--- config.mk ---
export PLATFORM = sky130hd
export DESIGN_NAME = render_rect_ctrl
export DESIGN_NICKNAME = d
export VERILOG_FILES = /design/src/rtl/render_pkg.sv /design/src/rtl/rect_sweep.sv /design/src/rtl/render_rect_ctrl.sv
export SDC_FILE = /design/constraint.sdc
export NUM_CORES = 1
export LEC_CHECK = 0
export CAP_MARGIN = 20
export CORE_MARGIN = 4
export CORE_UTILIZATION = 32
export DETAILED_ROUTE_END_ITERATION = 6
export GPL_ROUTABILITY_DRIVEN = 0
export PLACE_DENSITY_LB_ADDON = 0.12
export REMOVE_ABC_BUFFERS = 1
export SLEW_MARGIN = 40
export SYNTH_ARGS = -nofsm -noshare
export SYNTH_HDL_FRONTEND = slang
export SYNTH_SLANG_ARGS = --single-unit
--- constraint.sdc ---
create_clock -name clk -period 2.9 [get_ports clk]
set_clock_uncertainty 0.2 [all_clocks]
set_input_delay 0.87 -clock clk [delete_from_list [all_inputs] [get_ports clk]]
set_output_delay 0.87 -clock clk [all_outputs]
set_load 0.05 [all_outputs]
--- src/rtl/render_pkg.sv ---
// Shared constants and state encoding for the rectangle renderer controller.
package render_pkg;

  localparam int SCREEN_W = 160;
  localparam int SCREEN_H = 120;
  localparam int COLOR_W  = 3;

  localparam int X_W = 8;
  localparam int Y_W = 7;
  localparam int W_W = 8;
  localparam int H_W = 7;

  typedef enum logic [1:0] {
    IDLE = 2'd0,
    DRAW = 2'd1,
    DONE = 2'd2
  } state_e;

endpackage

--- src/rtl/rect_sweep.sv ---
// Raster column/row counters for one rectangle; load captures the extent,
// each enabled cycle advances one pixel and last flags the final pixel.
module rect_sweep
  import render_pkg::*;
(
  input  logic           clk,
  input  logic           rst_n,
  input  logic           load_i,
  input  logic           clear_i,
  input  logic           en_i,
  input  logic [W_W-1:0] w_i,
  input  logic [H_W-1:0] h_i,
  output logic [W_W-1:0] col_o,
  output logic [H_W-1:0] row_o,
  output logic           last_o
);

  localparam logic [W_W-1:0] COL_ONE = 1;
  localparam logic [H_W-1:0] ROW_ONE = 1;

  logic [W_W-1:0] col_q, col_d, wLim_q, wLim_d;
  logic [H_W-1:0] row_q, row_d, hLim_q, hLim_d;
  logic           colLast, rowLast;

  assign colLast = (col_q == wLim_q - COL_ONE);
  assign rowLast = (row_q == hLim_q - ROW_ONE);

  always_comb begin
    col_d  = col_q;
    row_d  = row_q;
    wLim_d = wLim_q;
    hLim_d = hLim_q;
    if (clear_i) begin
      col_d  = '0;
      row_d  = '0;
      wLim_d = '0;
      hLim_d = '0;
    end else if (load_i) begin
      col_d  = '0;
      row_d  = '0;
      wLim_d = w_i;
      hLim_d = h_i;
    end else if (en_i) begin
      if (colLast) begin
        col_d = '0;
        row_d = rowLast ? '0 : row_q + ROW_ONE;
      end else begin
        col_d = col_q + COL_ONE;
      end
    end
  end

  always_ff @(posedge clk or negedge rst_n) begin
    if (!rst_n) begin
      col_q  <= '0;
      row_q  <= '0;
      wLim_q <= '0;
      hLim_q <= '0;
    end else begin
      col_q  <= col_d;
      row_q  <= row_d;
      wLim_q <= wLim_d;
      hLim_q <= hLim_d;
    end
  end

  assign col_o  = col_q;
  assign row_o  = row_q;
  assign last_o = colLast && rowLast;

endmodule

--- src/rtl/render_rect_ctrl.sv ---
// Round-robin command controller for the rectangle renderer: grants one of two
// requesters, then sweeps the rectangle one pixel per clock into the VGA plot port.
module render_rect_ctrl #(
  parameter int SCREEN_W = render_pkg::SCREEN_W,
  parameter int SCREEN_H = render_pkg::SCREEN_H,
  parameter int COLOR_W  = render_pkg::COLOR_W
) (
  input  logic                 clk,
  input  logic                 resetn,
  input  logic [1:0]           req_valid,
  output logic [1:0]           req_ready,
  input  logic [15:0]          req_x,
  input  logic [13:0]          req_y,
  input  logic [15:0]          req_w,
  input  logic [13:0]          req_h,
  input  logic [2*COLOR_W-1:0] req_color,
  input  logic                 abort,
  output logic [7:0]           r_x,
  output logic [6:0]           r_y,
  output logic [COLOR_W-1:0]   color,
  output logic                 writeEn,
  output logic                 busy,
  output logic                 done,
  output logic                 done_id
);

  import render_pkg::*;

  localparam logic [8:0] SCREEN_W9 = 9'(SCREEN_W);
  localparam logic [7:0] SCREEN_H8 = 8'(SCREEN_H);

  state_e               state_q, state_d;
  logic                 lastGrant_q, lastGrant_d;
  logic [X_W-1:0]       x0_q, x0_d;
  logic [Y_W-1:0]       y0_q, y0_d;
  logic [COLOR_W-1:0]   cmdColor_q, cmdColor_d;
  logic                 id_q, id_d;
  logic [7:0]           rX_q, rX_d;
  logic [6:0]           rY_q, rY_d;
  logic [COLOR_W-1:0]   colorOut_q, colorOut_d;
  logic                 writeEn_q, writeEn_d;
  logic                 done_q, done_d;
  logic                 doneId_q, doneId_d;

  logic                 grant, accept;
  logic [X_W-1:0]       selX;
  logic [Y_W-1:0]       selY;
  logic [W_W-1:0]       selW;
  logic [H_W-1:0]       selH;
  logic [COLOR_W-1:0]   selColor;
  logic                 sweepLoad, sweepClear, sweepEn, sweepLast;
  logic [W_W-1:0]       col;
  logic [H_W-1:0]       row;
  logic [8:0]           px;
  logic [7:0]           py;

  // Contention goes to whoever did not win last time.
  always_comb begin
    grant = 1'b0;
    case (req_valid)
      2'b10:   grant = 1'b1;
      2'b11:   grant = ~lastGrant_q;
      default: grant = 1'b0;
    endcase
  end

  assign req_ready = (resetn && state_q == IDLE) ?
                     ((grant ? 2'b10 : 2'b01) & req_valid) : 2'b00;
  assign accept    = |req_ready;

  assign selX     = grant ? req_x[15:8] : req_x[7:0];
  assign selY     = grant ? req_y[13:7] : req_y[6:0];
  assign selW     = grant ? req_w[15:8] : req_w[7:0];
  assign selH     = grant ? req_h[13:7] : req_h[6:0];
  assign selColor = grant ? req_color[2*COLOR_W-1:COLOR_W] : req_color[COLOR_W-1:0];

  assign px = {1'b0, x0_q} + {1'b0, col};
  assign py = {1'b0, y0_q} + {1'b0, row};

  rect_sweep uSweep (
    .clk     (clk),
    .rst_n   (resetn),
    .load_i  (sweepLoad),
    .clear_i (sweepClear),
    .en_i    (sweepEn),
    .w_i     (selW),
    .h_i     (selH),
    .col_o   (col),
    .row_o   (row),
    .last_o  (sweepLast)
  );

  always_comb begin
    state_d     = state_q;
    lastGrant_d = lastGrant_q;
    x0_d        = x0_q;
    y0_d        = y0_q;
    cmdColor_d  = cmdColor_q;
    id_d        = id_q;
    rX_d        = rX_q;
    rY_d        = rY_q;
    colorOut_d  = colorOut_q;
    writeEn_d   = 1'b0;
    done_d      = 1'b0;
    doneId_d    = doneId_q;
    sweepLoad   = 1'b0;
    sweepClear  = 1'b0;
    sweepEn     = 1'b0;
    case (state_q)
      IDLE: begin
        if (accept) begin
          lastGrant_d = grant;
          x0_d        = selX;
          y0_d        = selY;
          cmdColor_d  = selColor;
          id_d        = grant;
          if (selW == '0 || selH == '0) begin
            state_d = DONE;
          end else begin
            state_d   = DRAW;
            sweepLoad = 1'b1;
          end
        end
      end
      DRAW: begin
        // Off-screen pixels still take their cycle; only the strobe is masked.
        sweepEn    = 1'b1;
        rX_d       = px[7:0];
        rY_d       = py[6:0];
        colorOut_d = cmdColor_q;
        writeEn_d  = (px < SCREEN_W9) && (py < SCREEN_H8);
        if (sweepLast || abort) state_d = DONE;
      end
      DONE: begin
        done_d     = 1'b1;
        doneId_d   = id_q;
        sweepClear = 1'b1;
        state_d    = IDLE;
      end
      default: state_d = IDLE;
    endcase
  end

  always_ff @(posedge clk or negedge resetn) begin
    if (!resetn) begin
      state_q     <= IDLE;
      lastGrant_q <= 1'b1;
      x0_q        <= '0;
      y0_q        <= '0;
      cmdColor_q  <= '0;
      id_q        <= 1'b0;
      rX_q        <= '0;
      rY_q        <= '0;
      colorOut_q  <= '0;
      writeEn_q   <= 1'b0;
      done_q      <= 1'b0;
      doneId_q    <= 1'b0;
    end else begin
      state_q     <= state_d;
      lastGrant_q <= lastGrant_d;
      x0_q        <= x0_d;
      y0_q        <= y0_d;
      cmdColor_q  <= cmdColor_d;
      id_q        <= id_d;
      rX_q        <= rX_d;
      rY_q        <= rY_d;
      colorOut_q  <= colorOut_d;
      writeEn_q   <= writeEn_d;
      done_q      <= done_d;
      doneId_q    <= doneId_d;
    end
  end

  assign r_x     = rX_q;
  assign r_y     = rY_q;
  assign color   = colorOut_q;
  assign writeEn = writeEn_q;
  assign busy    = (state_q != IDLE);
  assign done    = done_q;
  assign done_id = doneId_q;

endmodule

==> impl_metrics.prom <==
# TYPE chip_impl_metric gauge
chip_impl_metric{name="core-area",unit="um2"} 14000
chip_impl_metric{name="place.detailed.hpwl",unit="um"} 9620
chip_impl_metric{name="static-leakage-power",unit="uW"} 0.00278
chip_impl_metric{name="fmaxAchievable",unit="MHz"} 349
chip_impl_metric{name="finalCritPeriodShare",unit="%"} 98.7
chip_impl_metric{name="start_util",unit="%"} 33.2
chip_impl_info{name="worst_hold_startpoint",value="r_y[4]"} 1
chip_impl_metric{name="cpPeakStageDelay",unit="ps"} 280
chip_impl_metric{name="first_global_vias",unit=""} 4211
chip_impl_metric{name="arrival",unit="ps"} 1790
chip_impl_info{name="worstSetupStartpointType",value="input pin"} 1
chip_impl_metric{name="filler_cell_count_in_the_final_layout",unit=""} 1356
chip_impl_metric{name="grt_first_pass_wirelength",unit="um"} 21100
chip_impl_metric{name="final_nets",unit=""} 704
chip_impl_metric{name="worst-path-stages",unit=""} 5
chip_impl_metric{name="grt_usage",unit="%"} 16.0
chip_impl_info{name="min_delay_worst_endpoint",value="r_y[4]"} 1
chip_impl_info{name="rr_startpoint",value="uSweep.wLim_q[0]"} 1
chip_impl_metric{name="route.vias.total",unit=""} 4177
chip_impl_info{name="outcome",value="completed"} 1
chip_impl_metric{name="io_buffer_count",unit=""} 94
chip_impl_info{name="rsz0062_at_grt",value="no"} 1
chip_impl_metric{name="pin_count_of_the_biggest_net_entering_global_routing",unit=""} 39
chip_impl_metric{name="number_of_enable_type_register_cells_in_the_synthesized_netlist",unit=""} 0
chip_impl_metric{name="reg2reg_depth",unit=""} 8
chip_impl_info{name="crit-reg2reg-capture",value="uSweep.row_o[0]"} 1
chip_impl_metric{name="crit_fanout",unit=""} 4
chip_impl_info{name="synth_largest_area_cell",value="dfrtp_1"} 1
chip_impl_metric{name="wl_per_cell",unit="um"} 16.3
chip_impl_metric{name="clk_pin_slew",unit="ps"} 60
chip_impl_metric{name="timing.hold.ws",unit="ps"} 274
chip_impl_metric{name="min_path_cells",unit=""} 2
chip_impl_info{name="worstSetupPathType",value="in -> out"} 1
chip_impl_metric{name="maxSlewViolCount",unit=""} 0
chip_impl_metric{name="die_width",unit="um"} 129
chip_impl_metric{name="final_setup_violating_endpoints",unit=""} 0
chip_impl_metric{name="area_growth_syn_to_layout",unit="%"} 38.7
chip_impl_metric{name="ys_seq_area_share",unit="%"} 39.3
chip_impl_metric{name="dp_cells",unit=""} 779
chip_impl_metric{name="final.setup.tns",unit="ps"} 0
chip_impl_metric{name="insertion_delay",unit="ps"} 340
chip_impl_metric{name="grt_overflow_total",unit=""} 0
chip_impl_metric{name="final_hold_violating_endpoints",unit=""} 0
chip_impl_metric{name="pin_count",unit=""} 95
chip_impl_info{name="clock-root-buffer",value="clkbuf_16"} 1
chip_impl_metric{name="numClockSinks",unit=""} 73
chip_impl_info{name="clock_tree_from_tritoncts",value="done"} 1
chip_impl_metric{name="rows",unit=""} 43
chip_impl_metric{name="drive_above_1_share",unit="%"} 14.7
chip_impl_info{name="critical-path-slowest-cell",value="dlygate4sd2_1"} 1
chip_impl_metric{name="total_power",unit="uW"} 6050
chip_impl_metric{name="synth_cell_types",unit=""} 63
chip_impl_metric{name="detail_route.first_pass.iterations",unit=""} 4
chip_impl_metric{name="max-clock-path-buffers",unit=""} 2
chip_impl_metric{name="slew_headroom",unit="%"} 65.5
chip_impl_info{name="most_frequent_cells_in_the_layout",value="84 x clkdlybuf4s50_1, 72 x dfrtp_1, 49 x nand2_1"} 1
chip_impl_metric{name="layout.cells.non_filler",unit=""} 798
chip_impl_metric{name="r2r_slack",unit="ps"} 230
chip_impl_metric{name="cts_buffers",unit=""} 9
chip_impl_metric{name="async_set_or_reset_flop_fraction_in_the_synthesized_netlist",unit="%"} 100
chip_impl_metric{name="synth.avg_cell_area",unit="um2"} 9.33
chip_impl_metric{name="place_worst_setup_slack",unit="ps"} -479
chip_impl_metric{name="die_height",unit="um"} 129
chip_impl_metric{name="postSynthCellCount",unit=""} 499
chip_impl_metric{name="synthesis.area",unit="um2"} 4660
chip_impl_metric{name="via_per_inst",unit=""} 5.23
chip_impl_metric{name="route.antenna.remaining_nets",unit=""} 0
chip_impl_metric{name="worst-endpoint-required",unit="ps"} 1830
chip_impl_info{name="timing.critical_path.cells",value="dlygate4sd2_1, a21boi_4, nand2_1, inv_1, buf_12"} 1
chip_impl_metric{name="totalWireLength",unit="um"} 13000
chip_impl_info{name="layout_commonest_cell",value="clkdlybuf4s50_1"} 1
chip_impl_metric{name="post-route-worst-setup-slack",unit="ps"} 37.7
chip_impl_metric{name="synth-seq-cells",unit=""} 73
chip_impl_metric{name="yosysWarningCount",unit=""} 0
chip_impl_info{name="timing.critical_path.max_delay_family",value="buffers and inverters"} 1
chip_impl_metric{name="netlist.area_leader.share",unit="%"} 38.7
chip_impl_info{name="critPathLaunch",value="req_valid[1]"} 1
chip_impl_metric{name="maxCapViolCount",unit=""} 0
chip_impl_metric{name="fp.dieArea",unit="um2"} 16500
chip_impl_metric{name="antenna_found_initial",unit=""} 0
chip_impl_metric{name="power.ir.vdd_worst",unit="uV"} 433
chip_impl_metric{name="critical_path_buf_inv_count",unit=""} 3
chip_impl_info{name="netlist_top_cells_area",value="dfrtp_1 39%, mux2i_1 7.3%, o21ai_0 5.3%"} 1
chip_impl_metric{name="slew_at_the_pin_closest_to_its_max_slew_limit",unit="ps"} 516
chip_impl_metric{name="final_period_demand_of_the_worst_path",unit="ps"} 2860
chip_impl_metric{name="power_per_cell_area",unit="nW/um2"} 937
chip_impl_metric{name="cts_max_level",unit=""} 3
chip_impl_metric{name="first_iter_violations",unit=""} 131
chip_impl_info{name="hold_path.class",value="reg -> reg"} 1
chip_impl_metric{name="regArea",unit="um2"} 1830
chip_impl_info{name="critPathCaptureType",value="output pin"} 1
chip_impl_metric{name="drc",unit=""} 0
chip_impl_metric{name="multi_input_comb_area",unit="um2"} 2790
chip_impl_info{name="synthFlopType",value="dfrtp_1"} 1
==> synthesized netlist by cell type (all sizes together) (3+ instances only) <==
| master | n |
|---|---|
| a211oi | 3 |
| a21o | 3 |
| a21oi | 14 |
| a31oi | 3 |
| and3 | 5 |
| buf | 7 |
| clkbuf | 20 |
| dfrtp | 72 |
| ha | 19 |
| inv | 16 |
| mux2 | 11 |
| mux2i | 34 |
| nand2 | 50 |
| nand2b | 7 |
| nand3 | 29 |
| nand4 | 9 |
| nand4b | 7 |
| nor2 | 18 |
| nor2b | 3 |
| nor3 | 11 |
| nor3b | 5 |
| nor4 | 8 |
| nor4b | 7 |
| o211ai | 10 |
| o21a | 3 |
| o21ai | 49 |
| o22ai | 4 |
| o311ai | 5 |
| or4 | 3 |
| xnor2 | 19 |
| xor2 | 7 |
==> final cells by class <==
class / count / share of cell area [%]
Timing Repair Buffer: 129 / 19.4
Sequential cell: 73 / 28.3
Multi-Input combinational cell: 381 / 43.2
Clock buffer: 13 / 3.88
Antenna cell: 1 / 0.0388
Tap cell: 180 / 3.49
Clock inverter: 3 / 0.620
Inverter: 18 / 1.05
==> sequential cells by signal, indices dropped and copies added (netlist names) <==
register,cells
lastGrant_q,1
r_y,7
r_x,8
uSweep.wLim_q,8
done_id,1
done,1
y0_q,7
uSweep.hLim_q,7
color,3
uSweep.row_o,7
state_q,2
x0_q,8
uSweep.col_o,8
writeEn,1
cmdColor_q,3
id_q,1
==> where the power goes <==
part | internal (uW) | leakage, uW | switching [uW] | total [uW]
Clock | 688 | 0.000144 | 418 | 1110
Combinational | 1340 | 0.00170 | 1850 | 3190
Sequential | 1430 | 0.000930 | 329 | 1750
==> stage by stage <==
stage	utilization [%]	instance area [um2]
final	46.0	6460
after global routing	46.0	6450
after CTS	44.9	6310
after detailed placement	42.7	6000
after global placement	42.7	6000
after floorplan	-	4540
==> worst register-to-register path: stages, from the launching register on <==
cell and delay (ps):
dfrtp_1 440, inv_1 80, ha_1 170, nor3b_1 330, a21oi_1 120, nand2b_1 170, a2111o_1 420, or4b_1 480
a21boi_1 160
==> what timing repair did <==
item	4_1_cts	5_1_grt
setup buffers	1	0
resized for setup	6	32
gates cloned	0	1
hold buffers	0	0
pin swaps	0	6
endpoints found under the setup margin	28	31
==> layer usage <==
| layer | global-route usage, % | routed length (um) | vias to the layer above |
|---|---|---|---|
| met2 | 27.2 | 6680 | 60 |
| li1 | - | - | 2083 |
| met3 | 4.23 | 363 | 8 |
| met5 | 0 | 0 | - |
| met4 | 4.32 | 174 | 0 |
| met1 | 20.3 | 5770 | 2026 |
==> kinds of logic after synthesis <==
group | Yosys count | share of synthesized area, %
simple gates | 175 | 20.6
compound gates | 114 | 15.5
flops | 73 | 39.3
buf+inv | 45 | 3.87
mux | 45 | 9.97
xor+xnor | 26 | 4.89
fa+ha+maj | 21 | 5.97
==> how the worst max path moves through the flow <==
stage          slack, ps               end
6_report              40      req_ready[1]
5_1_grt                3   uSweep.row_o[2]
2_1_floorplan      -2440      req_ready[0]
3_5_place_dp        -480   uSweep.col_o[4]
3_3_place_gp        -310  uSweep.wLim_q[3]
4_1_cts              -10   uSweep.col_o[3]
Power figures use the tool's default switching activity.
